===== src/rtl/seg7_scan_drv.sv =====
// seg7_scan_drv: eight-digit multiplexed 7-segment driver for active-low
// common-anode displays, with hex decode, per-digit blink, decimal points
// and one blank cycle per digit slot.
//
// Ports:
//   clk         system clock, all state updates on the rising edge
//   rst         asynchronous reset, active low
//   EN          allows the input snapshot to load at a frame boundary
//   Disp_num    hex value, digit d shows Disp_num[4d+3:4d]
//   LE_out      blink mask, bit d = 1 makes digit d blink
//   point_out   point mask, bit d = 1 lights the dp of digit d
//   AN          digit enables, active low, AN[d] selects digit d
//   SEGMENT     segments, active low, [7]=dp, [6:0]=g,f,e,d,c,b,a
//   frame_start one-cycle pulse at the start of each frame
//   blink_phase 0 = blinking digits visible, 1 = blanked
module seg7_scan_drv #(
    parameter int SCAN_CNT     = 100000,
    parameter int BLINK_FRAMES = 64
) (
    input  logic        clk,
    input  logic        rst,
    input  logic        EN,
    input  logic [31:0] Disp_num,
    input  logic [7:0]  LE_out,
    input  logic [7:0]  point_out,
    output logic [7:0]  AN,
    output logic [7:0]  SEGMENT,
    output logic        frame_start,
    output logic        blink_phase
);

    localparam int CW = $clog2(SCAN_CNT);
    localparam int FW = (BLINK_FRAMES > 1) ? $clog2(BLINK_FRAMES) : 1;
    localparam logic [CW-1:0] CNT_MAX = CW'(SCAN_CNT - 1);
    localparam logic [FW-1:0] FCNT_MAX = FW'(BLINK_FRAMES - 1);

    logic [CW-1:0] cnt_q, cnt_d;
    logic [2:0]    digit_q, digit_d;
    logic [FW-1:0] fcnt_q, fcnt_d;
    logic          blink_q, blink_d;
    logic [31:0]   disp_q, disp_d;
    logic [7:0]    le_q, le_d;
    logic [7:0]    pt_q, pt_d;
    logic [7:0]    an_q, an_d;
    logic [7:0]    seg_q, seg_d;
    logic          fs_q, fs_d;

    logic          tick;
    logic          fb;
    logic [3:0]    nib;

    function automatic logic [6:0] hex7(input logic [3:0] v);
        logic [6:0] s;
        case (v)
            4'h0: s = 7'h40;
            4'h1: s = 7'h79;
            4'h2: s = 7'h24;
            4'h3: s = 7'h30;
            4'h4: s = 7'h19;
            4'h5: s = 7'h12;
            4'h6: s = 7'h02;
            4'h7: s = 7'h78;
            4'h8: s = 7'h00;
            4'h9: s = 7'h10;
            4'hA: s = 7'h08;
            4'hB: s = 7'h03;
            4'hC: s = 7'h46;
            4'hD: s = 7'h21;
            4'hE: s = 7'h06;
            default: s = 7'h0E;
        endcase
        return s;
    endfunction

    always_comb begin
        tick    = (cnt_q == CNT_MAX);
        fb      = tick && (digit_q == 3'd7);
        cnt_d   = tick ? '0 : cnt_q + CW'(1);
        digit_d = tick ? digit_q + 3'd1 : digit_q;

        fcnt_d  = fcnt_q;
        blink_d = blink_q;
        if (fb) begin
            if (fcnt_q == FCNT_MAX) begin
                fcnt_d  = '0;
                blink_d = ~blink_q;
            end else begin
                fcnt_d = fcnt_q + FW'(1);
            end
        end

        // Inputs are only looked at on a frame boundary so a frame is
        // always drawn from one consistent snapshot.
        disp_d = disp_q;
        le_d   = le_q;
        pt_d   = pt_q;
        if (fb && EN) begin
            disp_d = Disp_num;
            le_d   = LE_out;
            pt_d   = point_out;
        end

        fs_d = fb;

        nib = disp_q[{digit_q, 2'b00} +: 4];
        // Slot cycle 0 is dark on every anode so the previous digit's
        // segments never ghost onto the newly selected one.
        if (cnt_q == '0) begin
            an_d  = 8'hFF;
            seg_d = 8'hFF;
        end else begin
            an_d = ~(8'b1 << digit_q);
            if (blink_q && le_q[digit_q]) begin
                seg_d = 8'hFF;
            end else begin
                seg_d = {~pt_q[digit_q], hex7(nib)};
            end
        end
    end

    always_ff @(posedge clk or negedge rst) begin
        if (!rst) begin
            cnt_q   <= '0;
            digit_q <= '0;
            fcnt_q  <= '0;
            blink_q <= 1'b0;
            disp_q  <= '0;
            le_q    <= '0;
            pt_q    <= '0;
            an_q    <= 8'hFF;
            seg_q   <= 8'hFF;
            fs_q    <= 1'b0;
        end else begin
            cnt_q   <= cnt_d;
            digit_q <= digit_d;
            fcnt_q  <= fcnt_d;
            blink_q <= blink_d;
            disp_q  <= disp_d;
            le_q    <= le_d;
            pt_q    <= pt_d;
            an_q    <= an_d;
            seg_q   <= seg_d;
            fs_q    <= fs_d;
        end
    end

    assign AN          = an_q;
    assign SEGMENT     = seg_q;
    assign frame_start = fs_q;
    assign blink_phase = blink_q;

endmodule

===== config.mk =====
export PLATFORM = sky130hd
export DESIGN_NAME = seg7_scan_drv
export DESIGN_NICKNAME = d
export VERILOG_FILES = /design/src/rtl/seg7_scan_drv.sv
export SDC_FILE = /design/constraint.sdc
export NUM_CORES = 1
export LEC_CHECK = 0
export BUFFER_PORTS_ARGS = -buffer_cell sky130_fd_sc_hd__buf_2
export CAP_MARGIN = 5
export CORE_ASPECT_RATIO = 0.5
export CORE_MARGIN = 2
export CORE_UTILIZATION = 56
export DETAILED_ROUTE_END_ITERATION = 10
export MAX_ROUTING_LAYER = met4
export PLACE_DENSITY = 0.88
export SYNTH_ARGS = -nofsm -noshare
export SYNTH_HDL_FRONTEND = slang
export SYNTH_SLANG_ARGS = --single-unit

===== constraint.sdc =====
create_clock -name clk -period 2.5 [get_ports clk]
set_input_delay 0.5 -clock clk [delete_from_list [all_inputs] [get_ports clk]]
set_output_delay 0.5 -clock clk [all_outputs]
set_load 0.03 [all_outputs]

# [Word level (Yosys, flattened, before mapping)]
# Memories as Yosys holds them, arrays and structs flattened.
# Cells that the tools add are included.
[word_totals] reg_bits=92 romBits=112 input_bits=51 out_inout_bits=18 word_cells=37 mem_count=1
[classes] add_sub_neg=3 n_lt_le_gt_ge=1 eq_ne=3 n_shift=2 n_mux=9 bitwise=3 n_reduce_logical=5
[memory_table] name="(name not given)" words=16 word_bits=7 read_ports=1 rd_clocked_by_memory_dff=0 wr=0 line_no="54" source="case (v)"
[ops] cell="$shiftx A32 B6 Y4" count=1
[ops] cell="$mux W8" count=3
[ops] cell="$add A17 B1 Y17 const B" count=1
[ops] cell="$eq A17 B17 Y1 const B" count=1
[ops] cell="$logic_not A17 Y1" count=1
[ops] cell="$mux W17" count=1
[ops] cell="$not A8 Y8" count=1
[ops] cell="$shl A1 B3 Y8 const A" count=1
[ops] cell="$add A6 B1 Y6 const B" count=1
[ops] cell="$bmux W1 S3" count=2
[ops] cell="$eq A6 B6 Y1 const B" count=1
[ops] cell="$mux W6" count=1
[ops] cell="$lt A3 B4 Y1 const B" count=1
[ops] cell="$add A3 B1 Y3 const B" count=1
[ops] cell="$eq A3 B3 Y1 const B" count=1
[ops] cell="$logic_and A1 B1 Y1" count=3
[ops] cell="$mux W1" count=2
[ops] cell="$not A1 Y1" count=2
[ops] cell="$reduce_and A2 Y1" count=1

# [Depth between registers and ports, before layout]
# Gate-level depths: netlist (run 1).
[depth] ltp_word=5 mapped_depth=10 depth_no_buf=9

# [Worst setup path after synthesis (run 1)]
# Ideal clock, no wire load.
[synth_path] kind="reg-to-reg" start="register digit_q[0]" end="register seg_q[3], in the netlist SEGMENT[3]" setup_ns=0.098 t_arrival_ns=2.121 t_required_ns=2.402 path_slack_ns=0.280 stages_incl_launch_ff=11 n_path_buf=1 period_less_slack_ns=2.220 cell_sequence="dfrtp_1 -> buf_6 -> mux4_2 -> nand2_1 -> and2_1 -> inv_1 -> ha_1 -> inv_1 -> nor2_1 -> a211oi_1 -> o21ai_1"
[synth_via] elab_chain_cells=5 elab_cells_between_ends=7 cone_classes="shift (1); mux (4); reduce/logical (1); memory (1)"
[synth_rtl] element="start: declaration" line_no="38" source="logic [2:0] digit_q, digit_d;"
[synth_rtl] element="start signal: assignment" line_no="135" source="digit_q <= digit_d;"
[synth_rtl] element="parallel branches: the longest is 3 deep, another holds $mem_v2 Z16 W7"
[synth_rtl] element="$mux W8 *" line_no="113" source="if (blink_q && le_q[digit_q]) begin"
[synth_rtl] element="$mux W8 *" line_no="108" source="if (cnt_q == '0) begin"
[synth_rtl] element="via seg_d[3]" line_no="45" source="logic [7:0] seg_q, seg_d;"
[synth_rtl] element="end signal: assignment" line_no="142" source="seg_q <= seg_d;"
[synth_rtl] element="end: declaration" line_no="45"
# Mark *: on every way through the listed nets, which the timed path passes. The select of a mux whose other input is x is not followed.
# A chain may end at the register's enable or synchronous reset.

# [Worst setup path after layout (run 1)]
# Ends and elaborated chain as after synthesis.

==> results of run 1 <==
==> critical path, stage by stage, from the launching register on <==
cell and delay (ns):
dfrtp_2 0.51, mux4_2 0.54, nand2_1 0.07, and2_1 0.28, inv_1 0.14, ha_1 0.25
inv_1 0.07, nor2_1 0.05, a211oi_1 0.21, o21ai_1 0.10
==> repair_timing <==
item                                   CTS  global route
gates resized for setup                  0             1
setup endpoints to repair                0             7
hold buffers                             0             0
endpoints found under the hold margin    0             0
==> per-layer routing <==
metal	vias to the layer above	global-route usage
li1	1312	-
met1	1398	0.289
met2	70	0.357
met3	10	0.0672
met4	0	0.0747
met5	-	-
==> power by group through the flow <==
stage / sequential (mW) / combinational, mW / clock, mW
finish: 1.49 / 0.0722 / 1.32
detailed placement: 1.52 / 0.0740 / 0
floorplan: 1.52 / 0.00131 / 0
global placement: 1.52 / 0.0735 / 0
global route: 1.49 / 0.0821 / 1.41
CTS: 1.49 / 0.0747 / 1.33
==> area by class of cell <==
type,instances,area share
Timing Repair Buffer,81,0.0906
Multi-Input combinational cell,209,0.370
Sequential cell,92,0.452
Tap cell,96,0.0234
Clock inverter,5,0.0102
Clock buffer,11,0.0453
Inverter,11,0.00804
==> registers in the layout, indices dropped and copies added, names as in the netlist <==
| register | count |
|---|---|
| fcnt_q | 6 |
| digit_q | 3 |
| frame_start | 1 |
| SEGMENT | 8 |
| cnt_q | 17 |
| pt_q | 8 |
| disp_q | 32 |
| blink_phase | 1 |
| AN | 8 |
| le_q | 8 |
==> cell families (layout without fill, tap and decap cells) <==
group,after synthesis,in the layout,share of synthesized area
mux,66,66,0.219
flops,92,92,0.534
buf+inv,23,108,0.0282
fa+ha+maj,15,15,0.0432
xor+xnor,18,18,0.0363
simple gates,85,85,0.100
compound gates,25,25,0.0389
==> placed cells by master (no fill, tap or decap), types with 9 or more instances in the layout <==
| cell type | netlist | layout |
|---|---|---|
| ha_1 | 15 | 15 |
| mux2_2 | 32 | 32 |
| buf_4 | 0 | 12 |
| mux2_4 | 20 | 20 |
| dfrtp_1 | 76 | 75 |
| mux4_2 | 12 | 12 |
| buf_2 | 5 | 67 |
| dfstp_2 | 16 | 16 |
| clkbuf_16 | 0 | 9 |
| inv_1 | 10 | 10 |
| nand2_1 | 25 | 25 |
| xnor2_1 | 12 | 12 |
| nand3_1 | 17 | 17 |
| nor2_1 | 13 | 13 |
==> metrics by stage <==
stage	utilization	std cells
floorplan	-	324
global placement	0.653	489
detailed placement	0.653	489
CTS	0.691	505
global route	0.691	505
finish	0.691	505
==> path summary, 6_finish.rpt <==
path,slack [ns],depth (start not counted),start,to
worst max-delay path,0.19,9,digit_q[0],SEGMENT[3]
worst min-delay path,0.18,2,rst,pt_q[6]
worst max register to register,0.19,9,digit_q[0],SEGMENT[3]
worst min register to register,0.50,1,fcnt_q[5],fcnt_q[5]
max in group asynchronous,1.92,2,rst,SEGMENT[2]
min in group clk,0.38,2,Disp_num[20],disp_q[20]
==> flow_metrics.env, run 1 <==
export IMPL_insertion_delay_ns=0.34
export IMPL_seqPwrFrac=0.517
export IMPL_dr_pass1_iters=4
export IMPL_antenna_found_initial=0
export IMPL_synth_cell_types=44
export IMPL_slew_violations=0
export IMPL_cp_arrival_ns=2.55
export IMPL_rows=22
export IMPL_synthFlopType="dfrtp_1"
export IMPL_switching_share=0.205
export IMPL_num_vias=2790
export IMPL_syn_nets=390
export IMPL_setup_viol=0
export IMPL_wl_met2_mm=4.15
export IMPL_fillers=505
export IMPL_clk_pin_slew_ns=0.06
export IMPL_fin_nets=470
export IMPL_max_slew_margin_rel=0.564
export IMPL_ys_top_cells_by_count="dfrtp_1, mux2_2, nand2_1"
export IMPL_via_per_inst=5.52
export IMPL_regArea_mm2=0.00232
export IMPL_initial_core_util=0.585
export IMPL_place_ws_ns=0.0825
export IMPL_synth_seq_area_share=0.534
export IMPL_dp_hpwl_mm=6.06
export IMPL_synth_async_reset_ratio=1.00
export IMPL_cts_setup_buffers=0
export IMPL_fmax_ghz=0.433
export IMPL_worstPathMaxFanout=8
export IMPL_period_minus_slack_ns=2.31
export IMPL_h_tree_depth=3
export IMPL_grt_max_degree=93
export IMPL_antenna_cells=0
export IMPL_root_buffer="clkbuf_16"
export IMPL_p_leak_nw=2.59
export IMPL_post_drt_wl_per_cell_um=16.9
export IMPL_wl_met3_um=411
export IMPL_drc=0
export IMPL_cap_violations=0
export IMPL_syn_cell_area_mm2=0.00435
export IMPL_report_power_total_mw=2.88
export IMPL_end_kind="register"
export IMPL_final_antenna_net_count=0
export IMPL_power_switching_mw=0.589
export IMPL_synth_largest_area_cell="dfrtp_1"
export IMPL_cp_start_kind="register"
export IMPL_drt_met1_wl_mm=3.87
export IMPL_io_buffers=68
export IMPL_ir_worst_vdd_mv=0.437
export IMPL_hold_viol=0
export IMPL_topRoutingLayerUsed="met4"
export IMPL_syn_inst=324
export IMPL_synth_top_area_frac=0.438
export IMPL_post_dp_cell_area_mm2=0.00485
export IMPL_wl_mm=8.56
export IMPL_hold_slack_ns=0.185
export IMPL_syn_avg_cell_area_um2=13.4
export IMPL_p_comb_frac=0.025
export IMPL_drive_gt1_frac=0.445
export IMPL_postLayoutCellArea_mm2=0.00514
export IMPL_yosys_top_cells_area="dfrtp_1, dfstp_2, mux2_2"
export IMPL_clkPwrFrac=0.458
export IMPL_crit_type="register to register"
export IMPL_die_area_mm2=0.00853
export IMPL_status="finished clean"
export IMPL_first_global_vias=2760
export IMPL_finClkSkew_ns=0.00504
export IMPL_grt_first_pass_wirelength_mm=13.8
export IMPL_core_area_mm2=0.00743
export IMPL_clk_path_buf_depth=2
export IMPL_p_int_mw=2.29
export IMPL_die_w_um=129
export IMPL_track_usage=0.227
export IMPL_p_per_area_mw_per_mm2=561
export IMPL_numCtsBuffers=9
export IMPL_synth_edf_count=0
export IMPL_yosysWarnings=0
export IMPL_synth_most_common_cell="dfrtp_1"
export IMPL_die_h_um=66.3
export IMPL_gp_congestion=0.819
export IMPL_tightest_slew_ns=0.652
export IMPL_grt_overflow_total=0
export IMPL_rsz0062_at_grt="false"
export IMPL_hold_path_class="input port to asynchronous set/reset pin"
export IMPL_synth_seq_cells=92
export IMPL_fin_setup_tns_ns=0
export IMPL_syn2layout_area_growth_pct=18.2
export IMPL_dr_first_iter_drc_count=234
export IMPL_multiInputGateArea_mm2=0.00190
export IMPL_final_period_utilization=0.924
export IMPL_required_ns=2.74
export IMPL_setup_slack_ns=0.191
export IMPL_numClockSinks=92
export IMPL_cts_tree="done"
export IMPL_ios=69
No activity file was read; power rests on OpenSTA's default activity.
==> run 2: changes to the inputs <==
--- a/config.mk
+++ b/config.mk
@@ -10,7 +10,9 @@
 export CORE_ASPECT_RATIO = 0.5
 export CORE_MARGIN = 2
 export CORE_UTILIZATION = 56
+export CTS_BUF_LIST = sky130_fd_sc_hd__clkbuf_16
 export DETAILED_ROUTE_END_ITERATION = 10
+export HOLD_SLACK_MARGIN = 0.15
 export MAX_ROUTING_LAYER = met4
 export PLACE_DENSITY = 0.88
 export SYNTH_ARGS = -nofsm -noshare
==> flow_metrics.env, run 2 (same netlist as run 1, synthesis figures left out) <==
export IMPL_postLayoutCellArea_mm2=0.00514
export IMPL_ios=69
export IMPL_post_dp_cell_area_mm2=0.00485
export IMPL_path_common_cell="inv_1"
export IMPL_cp_buffers_inverters=2
export IMPL_dp_hpwl_mm=6.06
export IMPL_io_buffers=68
export IMPL_insertion_delay_ns=0.34
export IMPL_clk_pin_slew_ns=0.06
export IMPL_ir_worst_vdd_mv=0.437
export IMPL_top_regs="disp_q x32, cnt_q x17"
export IMPL_cpPeakStageDelay_ns=0.54
export IMPL_fillers=505
export IMPL_grt_overflow_total=0
export IMPL_place_ws_ns=0.0825
export IMPL_multiInputGateArea_mm2=0.00190
export IMPL_crit_chain="mux4_2, nand2_1, and2_1, inv_1, ha_1, inv_1, nor2_1, a211oi_1, o21ai_1"
export IMPL_cp_arrival_ns=2.56
export IMPL_final_period_utilization=0.925
export IMPL_rows=22
export IMPL_dr_pass1_iters=4
export IMPL_via_per_inst=5.60
export IMPL_finClkSkew_ns=0.00534
export IMPL_clk_path_buf_depth=2
export IMPL_antenna_found_initial=0
export IMPL_cts_hold_buf=0
export IMPL_core_area_mm2=0.00743
export IMPL_status="finished clean"
export IMPL_track_usage=0.227
export IMPL_critical_path_slowest_cell="mux4_2"
export IMPL_fin_nets=470
export IMPL_syn2layout_area_growth_pct=18.2
export IMPL_h_tree_depth=3
export IMPL_final_antenna_net_count=0
export IMPL_fmax_ghz=0.432
export IMPL_regMostFlops="disp_q"
export IMPL_tightest_slew_ns=0.637
export IMPL_cts_setup_buffers=0
export IMPL_regArea_mm2=0.00232
export IMPL_die_w_um=129
export IMPL_crit_type="register to register"
export IMPL_grt_first_pass_wirelength_mm=13.8
export IMPL_numClockSinks=92
export IMPL_die_h_um=66.3
export IMPL_root_buffer="clkbuf_16"
export IMPL_largest_reg_flops=32
export IMPL_final_common_cell="dfrtp_1"
export IMPL_critPathTopFamily="multiplexers"
export IMPL_rsz0062_at_grt="false"
export IMPL_first_global_vias=2757
export IMPL_num_vias=2826
export IMPL_drc=0
export IMPL_grt_max_degree=93
export IMPL_p_leak_nw=2.59
export IMPL_drive_gt1_frac=0.445
export IMPL_cp_start_kind="register"
export IMPL_gp_congestion=0.819
export IMPL_cap_violations=0
export IMPL_cts_tree="done"
export IMPL_wl_mm=8.57
export IMPL_final_cell_mix="dfrtp_1, buf_2, mux2_2"
export IMPL_end_kind="register"
export IMPL_antenna_cells=0
export IMPL_required_ns=2.75
export IMPL_p_per_area_mw_per_mm2=559
export IMPL_dr_first_iter_drc_count=243
export IMPL_period_minus_slack_ns=2.31
export IMPL_max_slew_margin_rel=0.575
export IMPL_setup_viol=0
export IMPL_post_drt_wl_per_cell_um=17.0
export IMPL_setup_slack_ns=0.187
export IMPL_slew_violations=0
export IMPL_die_area_mm2=0.00853
export IMPL_r2r_start="digit_q[0]"
export IMPL_hold_path_class="input port to asynchronous set/reset pin"
export IMPL_worstPathMaxFanout=8
export IMPL_hold_viol=0
export IMPL_initial_core_util=0.585
export IMPL_crit_start="digit_q[0]"
export IMPL_fin_setup_tns_ns=0
export IMPL_numCtsBuffers=9
export IMPL_cts_resized=0
==> run 2: layer usage <==
layer / up-vias / routed length, um / global-route usage
li1: 1314 / - / -
met1: 1420 / 3850 / 0.289
met2: 78 / 4170 / 0.357
met3: 14 / 400 / 0.0672
met4: 0 / 142 / 0.0747
met5: - / 0 / -
==> run 2: power breakdown <==
part           internal, mW  leakage (nW)  switching [mW]
clock network         0.761         0.148           0.551
registers              1.49          1.21               0
logic                0.0319          1.23          0.0400
total                  2.28          2.59           0.591
==> run 2: worst register-to-register path: cells and delay by family (launching register included) <==
family / cells / cell delay [ns]
mux: 1 / 0.54
flops: 1 / 0.51
simple gates: 3 / 0.40
compound gates: 2 / 0.31
fa+ha+maj: 1 / 0.25
buf+inv: 2 / 0.21
==> run 2: path summary, 6_finish.rpt <==
| check | end | slack (ns) | cells past startpoint |
|---|---|---|---|
| max in group asynchronous | SEGMENT[2] | 1.93 | 2 |
| setup reg to reg | SEGMENT[3] | 0.19 | 9 |
| setup / recovery | SEGMENT[3] | 0.19 | 9 |
| hold reg to reg | fcnt_q[5] | 0.49 | 1 |
| min in group clk | disp_q[20] | 0.38 | 2 |
| hold / removal | pt_q[6] | 0.18 | 2 |
==> run 2: layout make-up <==
cell class / count / share of cell area
Clock buffer: 9 / 0.0438
Timing Repair Buffer: 81 / 0.0906
Clock inverter: 7 / 0.0117
Tap cell: 96 / 0.0234
Multi-Input combinational cell: 209 / 0.370
Sequential cell: 92 / 0.452
Inverter: 11 / 0.00804
==> run 2: through the flow <==
step | instances | utilization | hold WS (ns) | total power, mW
5_1_grt | 505 | 0.691 | 0.237 | 2.97
6_report | 505 | 0.691 | 0.185 | 2.87
4_1_cts | 505 | 0.691 | 0.213 | 2.89
2_1_floorplan | 324 | - | 0.204 | 1.52
3_3_place_gp | 489 | 0.653 | 0.462 | 1.59
3_5_place_dp | 489 | 0.653 | 0.488 | 1.59
==> run 3: changes to the inputs <==
--- a/config.mk
+++ b/config.mk
@@ -12,9 +12,11 @@
 export CORE_UTILIZATION = 56
 export CTS_BUF_LIST = sky130_fd_sc_hd__clkbuf_16
 export DETAILED_ROUTE_END_ITERATION = 10
+export GPL_TIMING_DRIVEN = 0
 export HOLD_SLACK_MARGIN = 0.15
 export MAX_ROUTING_LAYER = met4
 export PLACE_DENSITY = 0.88
+export RECOVER_POWER = 25
 export SYNTH_ARGS = -nofsm -noshare
 export SYNTH_HDL_FRONTEND = slang
 export SYNTH_SLANG_ARGS = --single-unit
==> flow_metrics.env, run 3 (same netlist as run 1, synthesis figures left out) <==
export IMPL_status="complete, but fails checks"
export IMPL_violations="max-capacitance violations, max-slew violations"
export IMPL_fin_nets=480
export IMPL_holdPathEnd="pt_q[2]"
export IMPL_syn2layout_area_growth_pct=20.4
export IMPL_largest_reg_flops=32
export IMPL_fin_setup_tns_ns=0
export IMPL_grt_first_pass_wirelength_mm=14.3
export IMPL_place_inst=489
export IMPL_cap_violations=1
export IMPL_die_w_um=129
export IMPL_final_antenna_net_count=0
export IMPL_end_kind="register"
export IMPL_antenna_cells=0
export IMPL_max_slew_margin_rel=-0.0544
export IMPL_dr_pass1_iters=4
export IMPL_cp_start_kind="register"
export IMPL_hold_viol=0
export IMPL_postLayoutCoreUtil=0.704
export IMPL_drive_gt1_frac=0.453
export IMPL_via_per_inst=5.52
export IMPL_tightest_slew_ns=1.58
export IMPL_numCtsBuffers=9
export IMPL_dr_first_iter_drc_count=268
export IMPL_stdcell_count=515
export IMPL_ir_worst_vdd_mv=0.453
export IMPL_cp_buffers_inverters=2
export IMPL_period_minus_slack_ns=2.33
export IMPL_die_area_mm2=0.00853
export IMPL_track_usage=0.238
export IMPL_finClkSkew_ns=0.00706
export IMPL_reg2reg_to="disp_q[10]"
export IMPL_slew_violations=29
export IMPL_root_buffer="clkbuf_16"
export IMPL_post_dp_cell_area_mm2=0.00484
export IMPL_h_tree_depth=3
export IMPL_critPathTopFamily="simple AND/OR/NAND/NOR gates"
export IMPL_io_buffers=68
export IMPL_gp_congestion=0.825
export IMPL_hold_start="point_out[2]"
export IMPL_r2r_slack_ns=0.17
export IMPL_hold_path_class="input port to register"
export IMPL_path_common_cell="buf_6"
export IMPL_die_h_um=66.3
export IMPL_fillers=511
export IMPL_numClockSinks=92
export IMPL_num_vias=2843
export IMPL_initial_core_util=0.585
export IMPL_setup_viol=0
export IMPL_worstPathMaxFanout=10
export IMPL_insertion_delay_ns=0.34
export IMPL_final_period_utilization=0.933
export IMPL_cpPeakStageDelay_ns=0.40
export IMPL_report_power_total_mw=2.97
export IMPL_p_leak_nw=2.62
export IMPL_post_drt_wl_per_cell_um=17.2
export IMPL_cts_tree="done"
export IMPL_wl_mm=8.84
export IMPL_ios=69
export IMPL_r2r_start="cnt_q[0]"
export IMPL_grt_max_degree=65
export IMPL_regMostFlops="disp_q"
export IMPL_clk_path_buf_depth=2
export IMPL_antenna_found_initial=0
export IMPL_crit_chain="ha_1, and4_1, nand2_1, nor3_4, nand3_2, buf_6, buf_6, mux2_4"
export IMPL_top_regs="disp_q x32, cnt_q x17"
export IMPL_drc=0
export IMPL_rr_worst_depth=8
export IMPL_dp_hpwl_mm=6.25
export IMPL_required_ns=2.73
export IMPL_rows=22
export IMPL_final_cell_mix="dfrtp_1, buf_2, mux2_2"
export IMPL_hold_slack_ns=0.382
export IMPL_first_global_vias=2858
export IMPL_whs_path_depth=2
export IMPL_grt_overflow_total=0
export IMPL_critical_path_slowest_cell="dfrtp_1"
export IMPL_cp_arrival_ns=2.56
export IMPL_crit_type="register to register"
export IMPL_final_common_cell="dfrtp_1"
export IMPL_core_area_mm2=0.00743
export IMPL_p_per_area_mw_per_mm2=567
export IMPL_setup_slack_ns=0.168
export IMPL_rsz0062_at_grt="false"
export IMPL_postLayoutCellArea_mm2=0.00523
export IMPL_fmax_ghz=0.429
export IMPL_place_ws_ns=-0.0776
export IMPL_clk_pin_slew_ns=0.06
-- run 3: cell types whose count changed in the layout (fill, tap and decap cells not counted), sizes merged --
cell and delta:
clkbuf +4, buf +5, bufinv +1, dlygate4sd3 +1
clkinvlp -1
-- run 3: per-layer routing --
layer,track usage,up-vias,part of all wire
li1,-,1339,-
met1,0.294,1415,0.43
met2,0.378,77,0.50
met3,0.0712,12,0.059
met4,0.0883,0,0.015
met5,-,-,0
-- run 3: cell type report --
type,count,area (um2),share of cell area
Tap cell,96,120,0.0230
Inverter,11,41.3,0.00789
Buffer,12,82.6,0.0158
Timing Repair Buffer,79,444,0.0849
Sequential cell,92,2320,0.444
Clock inverter,7,85.1,0.0163
Clock buffer,9,225,0.0430
Multi-Input combinational cell,209,1910,0.365
-- run 3: power breakdown --
group / internal [mW] / leakage, nW / switching (mW)
clock: 0.864 / 0.159 / 0.538
combinational: 0.0336 / 1.25 / 0.0398
sequential: 1.49 / 1.21 / 0
total: 2.39 / 2.62 / 0.578
-- run 3: worst max-delay path by stage --
stage	slack (ns)	to	from	cells past startpoint
3_5_place_dp	-0.08	SEGMENT[6]	digit_q[0]	9
2_1_floorplan	0.28	SEGMENT[3]	digit_q[0]	10
5_1_grt	0.03	SEGMENT[3]	digit_q[0]	10
3_3_place_gp	-0.02	SEGMENT[3]	digit_q[0]	10
6_report	0.17	disp_q[10]	cnt_q[0]	8
4_1_cts	0.02	SEGMENT[6]	digit_q[0]	9
-- run 3: what timing repair did --
item	in CTS	in global routing
hold buffers	1	0
resized for setup	2	3
endpoints found under the hold margin	28	0
setup endpoints to repair	3	41
buffers inserted	0	9
pin swaps	0	2
